<file path="src/rtl/if_fetch_queue.sv">
// Instruction fetch front end: sequential PC generation, in-order icache requests,
// and a small PC/instruction queue feeding decode, with redirect flush and response discard.
module if_fetch_queue #(
    parameter logic [31:0] RESET_PC = 32'h1C000000,
    parameter int unsigned DEPTH    = 4,
    parameter logic [31:0] NOP_INST = 32'h03400000
) (
    input  logic        clk,
    input  logic        rst,
    output logic        icache_req_valid_o,
    input  logic        icache_req_ready_i,
    output logic [31:0] icache_req_addr_o,
    input  logic        icache_rsp_valid_i,
    input  logic [31:0] icache_rsp_data_i,
    input  logic        redirect_i,
    input  logic [31:0] redirect_pc_i,
    input  logic        id_ready_i,
    output logic        inst_valid_o,
    output logic [31:0] inst_pc_o,
    output logic [31:0] inst_o,
    output logic        inst_adef_o
);

    localparam int unsigned   AW      = (DEPTH > 1) ? $clog2(DEPTH) : 1;
    localparam int unsigned   CW      = AW + 1;
    localparam logic [CW-1:0] DEPTH_C = CW'(DEPTH);

    localparam logic [0:0] ST_RUN  = 1'b0;
    localparam logic [0:0] ST_HALT = 1'b1;

    logic [0:0]    state_q;
    logic [31:0]   fetch_pc_q;
    logic [AW-1:0] head_q;
    logic [AW-1:0] tail_q;
    logic [CW-1:0] count_q;
    logic [CW-1:0] pend_q;
    logic [CW-1:0] drop_q;

    logic          alloc_q  [DEPTH];
    logic          filled_q [DEPTH];
    logic          adef_q   [DEPTH];
    logic [31:0]   pc_q     [DEPTH];
    logic [31:0]   inst_q   [DEPTH];

    logic [CW:0]   occupancy;
    logic          accept;
    logic          pop;
    logic          rsp_drop;
    logic          rsp_fill;
    logic          head_valid;
    logic [AW-1:0] fill_idx;

    assign occupancy = {1'b0, count_q} + {1'b0, drop_q};

    assign icache_req_valid_o = rst && (state_q == ST_RUN) && !redirect_i
                                && (occupancy < {1'b0, DEPTH_C});
    assign icache_req_addr_o  = fetch_pc_q;

    assign accept     = icache_req_valid_o && icache_req_ready_i;
    assign head_valid = alloc_q[head_q] && filled_q[head_q];
    assign pop        = head_valid && id_ready_i;
    assign rsp_drop   = icache_rsp_valid_i && (drop_q != '0);
    assign rsp_fill   = icache_rsp_valid_i && (drop_q == '0) && (pend_q != '0);

    // Unfilled entries are always the youngest pend_q allocations, so the oldest sits pend_q behind tail.
    assign fill_idx = tail_q - pend_q[AW-1:0];

    assign inst_valid_o = head_valid;
    assign inst_pc_o    = head_valid ? pc_q[head_q]   : '0;
    assign inst_o       = head_valid ? inst_q[head_q] : '0;
    assign inst_adef_o  = head_valid && adef_q[head_q];

    always_ff @(posedge clk or negedge rst) begin
        if (!rst) begin
            state_q    <= ST_RUN;
            fetch_pc_q <= RESET_PC;
            head_q     <= '0;
            tail_q     <= '0;
            count_q    <= '0;
            pend_q     <= '0;
            drop_q     <= '0;
            alloc_q    <= '{default: 1'b0};
            filled_q   <= '{default: 1'b0};
            adef_q     <= '{default: 1'b0};
            pc_q       <= '{default: '0};
            inst_q     <= '{default: '0};
        end else if (redirect_i) begin
            fetch_pc_q <= {redirect_pc_i[31:2], 2'b00};
            drop_q     <= drop_q + pend_q - CW'(icache_rsp_valid_i);
            head_q     <= '0;
            pend_q     <= '0;
            alloc_q    <= '{default: 1'b0};
            filled_q   <= '{default: 1'b0};
            adef_q     <= '{default: 1'b0};
            if (redirect_pc_i[1:0] == 2'b00) begin
                state_q <= ST_RUN;
                tail_q  <= '0;
                count_q <= '0;
            end else begin
                state_q     <= ST_HALT;
                alloc_q[0]  <= 1'b1;
                filled_q[0] <= 1'b1;
                adef_q[0]   <= 1'b1;
                pc_q[0]     <= redirect_pc_i;
                inst_q[0]   <= NOP_INST;
                tail_q      <= AW'(1);
                count_q     <= CW'(1);
            end
        end else begin
            if (pop) begin
                alloc_q[head_q]  <= 1'b0;
                filled_q[head_q] <= 1'b0;
                adef_q[head_q]   <= 1'b0;
                head_q           <= head_q + 1'b1;
            end
            if (rsp_fill) begin
                filled_q[fill_idx] <= 1'b1;
                inst_q[fill_idx]   <= icache_rsp_data_i;
            end
            if (accept) begin
                alloc_q[tail_q]  <= 1'b1;
                filled_q[tail_q] <= 1'b0;
                adef_q[tail_q]   <= 1'b0;
                pc_q[tail_q]     <= fetch_pc_q;
                tail_q           <= tail_q + 1'b1;
                fetch_pc_q       <= fetch_pc_q + 32'd4;
            end
            count_q <= count_q + CW'(accept) - CW'(pop);
            pend_q  <= pend_q + CW'(accept) - CW'(rsp_fill);
            if (rsp_drop) begin
                drop_q <= drop_q - 1'b1;
            end
        end
    end

    a_rsp_has_slot: assert property (@(posedge clk) disable iff (!rst)
        icache_rsp_valid_i |-> ((drop_q != '0) || (pend_q != '0)));

    // The fault entry can push occupancy one past DEPTH while halted; no request can issue there.
    a_occupancy: assert property (@(posedge clk) disable iff (!rst)
        (state_q == ST_HALT) || (occupancy <= {1'b0, DEPTH_C}));

endmodule

</file>
<file path="config.mk">
export PLATFORM = sky130hd
export DESIGN_NAME = if_fetch_queue
export DESIGN_NICKNAME = d
export VERILOG_FILES = /design/src/rtl/if_fetch_queue.sv
export SDC_FILE = /design/constraint.sdc
export NUM_CORES = 1
export LEC_CHECK = 0
export CORE_UTILIZATION = 42
export DETAILED_ROUTE_END_ITERATION = 6
export PLACE_DENSITY = 0.67
export SLEW_MARGIN = 20
export SYNTH_ARGS = -nofsm -noshare
export SYNTH_HDL_FRONTEND = slang
export SYNTH_SLANG_ARGS = --single-unit
</file>
<file path="constraint.sdc">
create_clock -name clk -period 8.4 [get_ports clk]
set_clock_uncertainty 0.2 [all_clocks]
set_input_delay 1.68 -clock clk [delete_from_list [all_inputs] [get_ports clk]]
set_output_delay 1.68 -clock clk [all_outputs]
set_load 0.02 [all_outputs]
</file>
Yosys cells after proc, flatten, opt, wreduce, memory -nomap -nowiden. Index checks and enable logic that the tools add are counted.

Add/subtract/negate cells: 12. $mul: 0. Div/mod/pow operators: 0. Order comparisons: 7. Equality and inequality tests: 1. Shifts and indexed selects: 0. Muxes and demuxes: 62. Bitwise gates (word level): 14. Reductions and logical operators: 26.

Operator list (number): 32-bit two-way mux (14); 128-bit bitwise mux (2); 128-bit two-way mux (2); 32-bit binary-select mux with 2-bit select (2); 32-bit demux with 2-bit select (2); 4-bit two-way mux (14); 32-bit by 3-bit adder with 32-bit output (second input constant) (1); 4-bit bitwise AND (5); 1-bit logical AND (13); 1-bit two-way mux (12); 3-bit two-way mux (4); 3-bit >= comparator (second input constant) (3); 3-bit by 1-bit < comparator with 1-bit output (second input constant) (3); 2-bit inverter with 3-bit output (3); 3-bit by 1-bit subtractor with 3-bit output (3); 2-bit two-way mux (4); 4-bit inverter (2); 4-bit bitwise OR (2); 2-bit AND reduction (4); 2-bit nonzero test (4); 3-bit by 1-bit adder with 3-bit output (2); 1-bit binary-select mux with 2-bit select (3); 1-bit demux with 2-bit select (3); 3-bit nonzero test (2); other kinds (11) (13).

Flip-flop bits (word level): 314. Bits in latches: 0. RAM bits: 0. ROM bits: 0. Input bits: 70. Logic and storage cells: 149. Memories: 0.

Depth between registers and ports, before layout.
Word-level depth: 15. Mapped depth: 13. Gate-level depth less buffers: 11.

Worst setup path before layout. OpenSTA, ideal clock, no wires.

Path kind: input port to output port. From: in redirect_i. To: out icache_req_valid_o. Arrival time: 2225 ps. Data required time: 6520 ps. Path slack: 4295 ps. Cell stages on the path: 3. Buffers on the path: 1. Cell sequence: buf_2 > nor2_2 > and3_1.

Longest elaborated chain between the ends: 3.

RTL lines: start: declaration (RTL line 15) `input logic redirect_i,`; 1-bit zero test (RTL line 55) `assign icache_req_valid_o = rst && (state_q == ST_RUN) && !redirect_i`; 1-bit logical AND (RTL line 55); 1-bit logical AND (RTL line 56) `&& (occupancy < {1'b0, DEPTH_C});`; end: declaration (RTL line 10) `output logic icache_req_valid_o,`.

No other way between the ends.

Worst setup path after layout.
From: reg head_q[1]. To: out inst_valid_o.

Longest elaborated chain between the ends: 5. Elaborated cells between the ends (all ways): 8. Classes of those cells: mux (6); bitwise (1); reduce/logical (1).

RTL lines: start: declaration (RTL line 33) `logic [AW-1:0] head_q;`; start signal: assignment (RTL line 114) `head_q <= head_q + 1'b1;`; 2-bit inverter with 3-bit output (not written as such) * (RTL line 60) `assign head_valid = alloc_q[head_q] && filled_q[head_q];`; 1-bit binary-select mux with 2-bit select (RTL line 60); 1-bit two-way mux (not written as such) (2 in series) (RTL line 60); 1-bit logical AND * (RTL line 60); end: declaration (RTL line 18) `output logic inst_valid_o,`.

Every way passes the cells marked *; elsewhere a longest branch is shown, timed or not. The select of a mux whose other input is x is not followed.

==> metrics.csv <==
stage;metric;value;unit
min_path;holdPathStages;2;
final_layout;layout.cells.non_filler;1914;
drt;vias;11138;
timing;worst_slew_pin_slew;1080;ps
yosys;synth_cells;1326;
timing;drv_slew;0;
die;rows;70;
setup_path;critPathCaptureType;primary output;
drt;met2_length;19.1;mm
yosys;synthFlopType;dfrtp_1;
clocking;root_buffer;clkbuf_16;
power;p_leak;8.21;nW
placed_design;routabilityCongestion;0.807;
setup_path;r2r-end;count_q[2]$_DFF_PN0_;
die;pin_count;169;
timing;rsz0062_at_grt;false;
outcome;status;finished clean;
drt;wl_met3;2.12;mm
setup_path;r2r_slack;4200;ps
final_layout;synthToLayoutAreaGrowth;18.5;%
yosys;ys_warn_count;0;
drt;wl_per_cell;20.7;um
timing;fmax;173;MHz
power;ir_drop;135;uV
drt;post-route-drc-count;0;
clocking;clock_tree.buffer_depth;3;
yosys;ys_seq_area_share;48.7;%
clocking;clock-sinks;306;
setup_path;critPathRequiredTime;6520;ps
yosys;synth_seq_cells;306;
timing;holdWs;277;ps
setup_path;crit_start;head_q[1]$_DFFE_PN0P_;
clocking;cts_hold_buf;0;
clocking;clk_latency;510;ps
drt;drt-vias-per-instance;5.82;
setup_path;reg2reg_depth;13;
clocking;clkTransAtPathRegs;60;ps
final_layout;layout-drive-gt1-share;24.5;%
setup_path;crit_type;reg -> out;
setup_path;arrival;3900;ps
grt;overflow;0;
final_layout;final_core_util;50.7;%
drt;highest_layer;met5;
drt;drt_first_pass_iters;5;
drt;drt_iter0_drc;850;
grt;grt_max_degree;159;
placed_design;dp_hpwl;24.2;mm
placed_design;placed_area;17600;um^2
timing;slew-limit-headroom;28.0;%
power;power_per_cell_area;207;nW/um^2
min_path;hp-class;reg -> reg;
timing;period_minus_slack;5780;ps
power;pwr-share-clk;37.0;%
placed_design;dp.cells;1848;
final_layout;fin_area;18700;um^2
die;die-area;38300;um^2
timing;final-hold-violation-count;0;
min_path;hold_end;pc_q[29]$_DFFE_PN0P_;
yosys;async_reset_ff_share;100;%
die;die_h;196;um
grt;grtUsageTotal;21.1;%
die;initial_core_util;42.8;%
yosys;syn_avg_cell_area;11.9;um^2
grt;grt_pass1_wl;63.5;mm
drt;wl_met1;17.4;mm
grt;antenna_found_initial;2;
power;power_frac_seq;44.9;%
min_path;hp-start;pc_q[29]$_DFFE_PN0P_;
clocking;numCtsBuffers;35;
clocking;cts_tree;yes;
power;combPwrFrac;18.1;%
final_layout;fin_nets;1512;
clocking;post_cts_buffers;0;
die;coreArea;36800;um^2
die;die_w;196;um
power;intPower;2.79;mW
timing;setup_tns;0;ps
drt;routed_wl;39.7;mm
clocking;htree_levels;2;
timing;fin_crit_sh;68.8;%
final_layout;nFillCells;3165;
power;switching_share;27.7;%
final_layout;regArea;7670;um^2
drt;antenna_left;0;
clocking;post_cts_resized;0;
job;drv_cap;0;
placed_design;portBuffers;166;
timing;report.final.setup_viol;0;
power;switchingPower;1.07;mW
yosys;synth-edff-count;0;
final_layout;multi_input_area;7440;um^2
yosys;synth_area;15700;um^2
yosys;synth_cell_types;60;
grt;first_global_vias;11239;
setup_path;path_max_fanout;65;
setup_path;r2r_start;head_q[1]$_DFFE_PN0P_;
setup_path;crit_path_start_kind;register;
==> sequential cells by signal, summed over array words and instances (netlist names), 3 cells and up <==
register	cells
filled_q	4
alloc_q	4
inst_q	128
pc_q	122
icache_req_addr_o	30
count_q	3
adef_q	4
pend_q	3
drop_q	3
==> worst max path at each step <==
stage                         endpoint  depth (start not counted)
floorplan           icache_req_valid_o                          3
global placement          inst_valid_o                          7
detailed placement        inst_valid_o                          7
CTS                       inst_valid_o                          7
global route              inst_valid_o                          7
finish                    inst_valid_o                          7
==> metal layers <==
layer	up-vias	GRT usage (%)
met2	311	34.1
met5	-	0
met4	2	6.65
li1	5019	-
met3	73	3.68
met1	5733	28.9
==> layout by cell type (no fill, tap or decap), drive strengths merged, types with 3 or more instances in the layout <==
cell type and instances:
dfstp 3, a211oi 6, a221o 31, inv 29
mux4 63, o21ai 107, buf 18, nand2 124
ha 21, and3 69, a221oi 5, nor3 13
dfrtp 303, o211ai 4, o311a 4, a21oi 41
nor2b 9, nor4bb 3, nand4 11, clkdlybuf4s50 164
mux2 204, fa 3, nor2 28, nor4 7
clkinv 4, mux2i 8, nand2b 6, and4 6
xnor2 13, a311oi 5, xor2 11, clkbuf 56
nand3 45
==> logic make-up (layout without fill, tap and decap cells) <==
group / Yosys count / after routing / share of synthesized area [%]
DFF: 306 / 306 / 48.7
buffers and inverters: 153 / 271 / 4.36
xor gates and xnor gates: 24 / 24 / 1.38
and+or+nand+nor: 330 / 330 / 10.9
other: 1 / 3 / 0.0238
muxes: 275 / 275 / 24.1
adders and majority gates: 24 / 24 / 2.05
AOI/OAI and AO/OA: 213 / 213 / 8.51
==> critical path, cell delays in order, from the launching register on <==
cell	delay [ps]
dfrtp_4	780
buf_4	600
inv_1	180
o211ai_1	120
buf_4	550
nand2_1	280
inv_1	180
clkdlybuf4s50_1	630
==> stage by stage <==
step,worst slack (ps),power [mW]
after floorplan,4300,2.18
after global placement,3200,2.44
after detailed placement,3100,2.47
after CTS,2540,3.91
after global routing,2400,4.05
final,2620,3.86
==> power groups by stage <==
| stage | clock network [mW] | logic, mW | registers (mW) |
|---|---|---|---|
| CTS | 1.47 | 0.711 | 1.73 |
| detailed placement | 0 | 0.706 | 1.76 |
| global route | 1.52 | 0.766 | 1.76 |
| global placement | 0 | 0.688 | 1.75 |
| finish | 1.43 | 0.701 | 1.73 |
| floorplan | 0 | 0.474 | 1.71 |
==> synth_stat cells (10+ instances only) <==
cell type / instances / area, um^2
dfrtp_1: 303 / 7580
mux2_2: 199 / 2240
nand2_1: 121 / 454
o21ai_0: 103 / 515
and3_1: 69 / 432
clkbuf_1: 65 / 244
mux4_2: 63 / 1420
nand3_1: 45 / 225
buf_2: 44 / 220
a21oi_1: 41 / 205
a221o_1: 31 / 310
nor2_1: 25 / 93.8
inv_1: 24 / 90.1
ha_1: 21 / 263
xnor2_1: 12 / 105
nand4_1: 11 / 68.8
nor3_1: 11 / 55.1
xor2_1: 11 / 96.3
buf_4: 10 / 75.1
==> layout make-up <==
type	instances	share of cell area (%)
clock buffer	56	5.44
inverter	25	0.516
sequential	306	41.1
multi-input combinational	868	39.8
timing repair buffer	182	9.66
clock inverter	8	0.295
tap	468	3.14
antenna	1	0.0134
No activity file was read; power rests on OpenSTA's default activity.
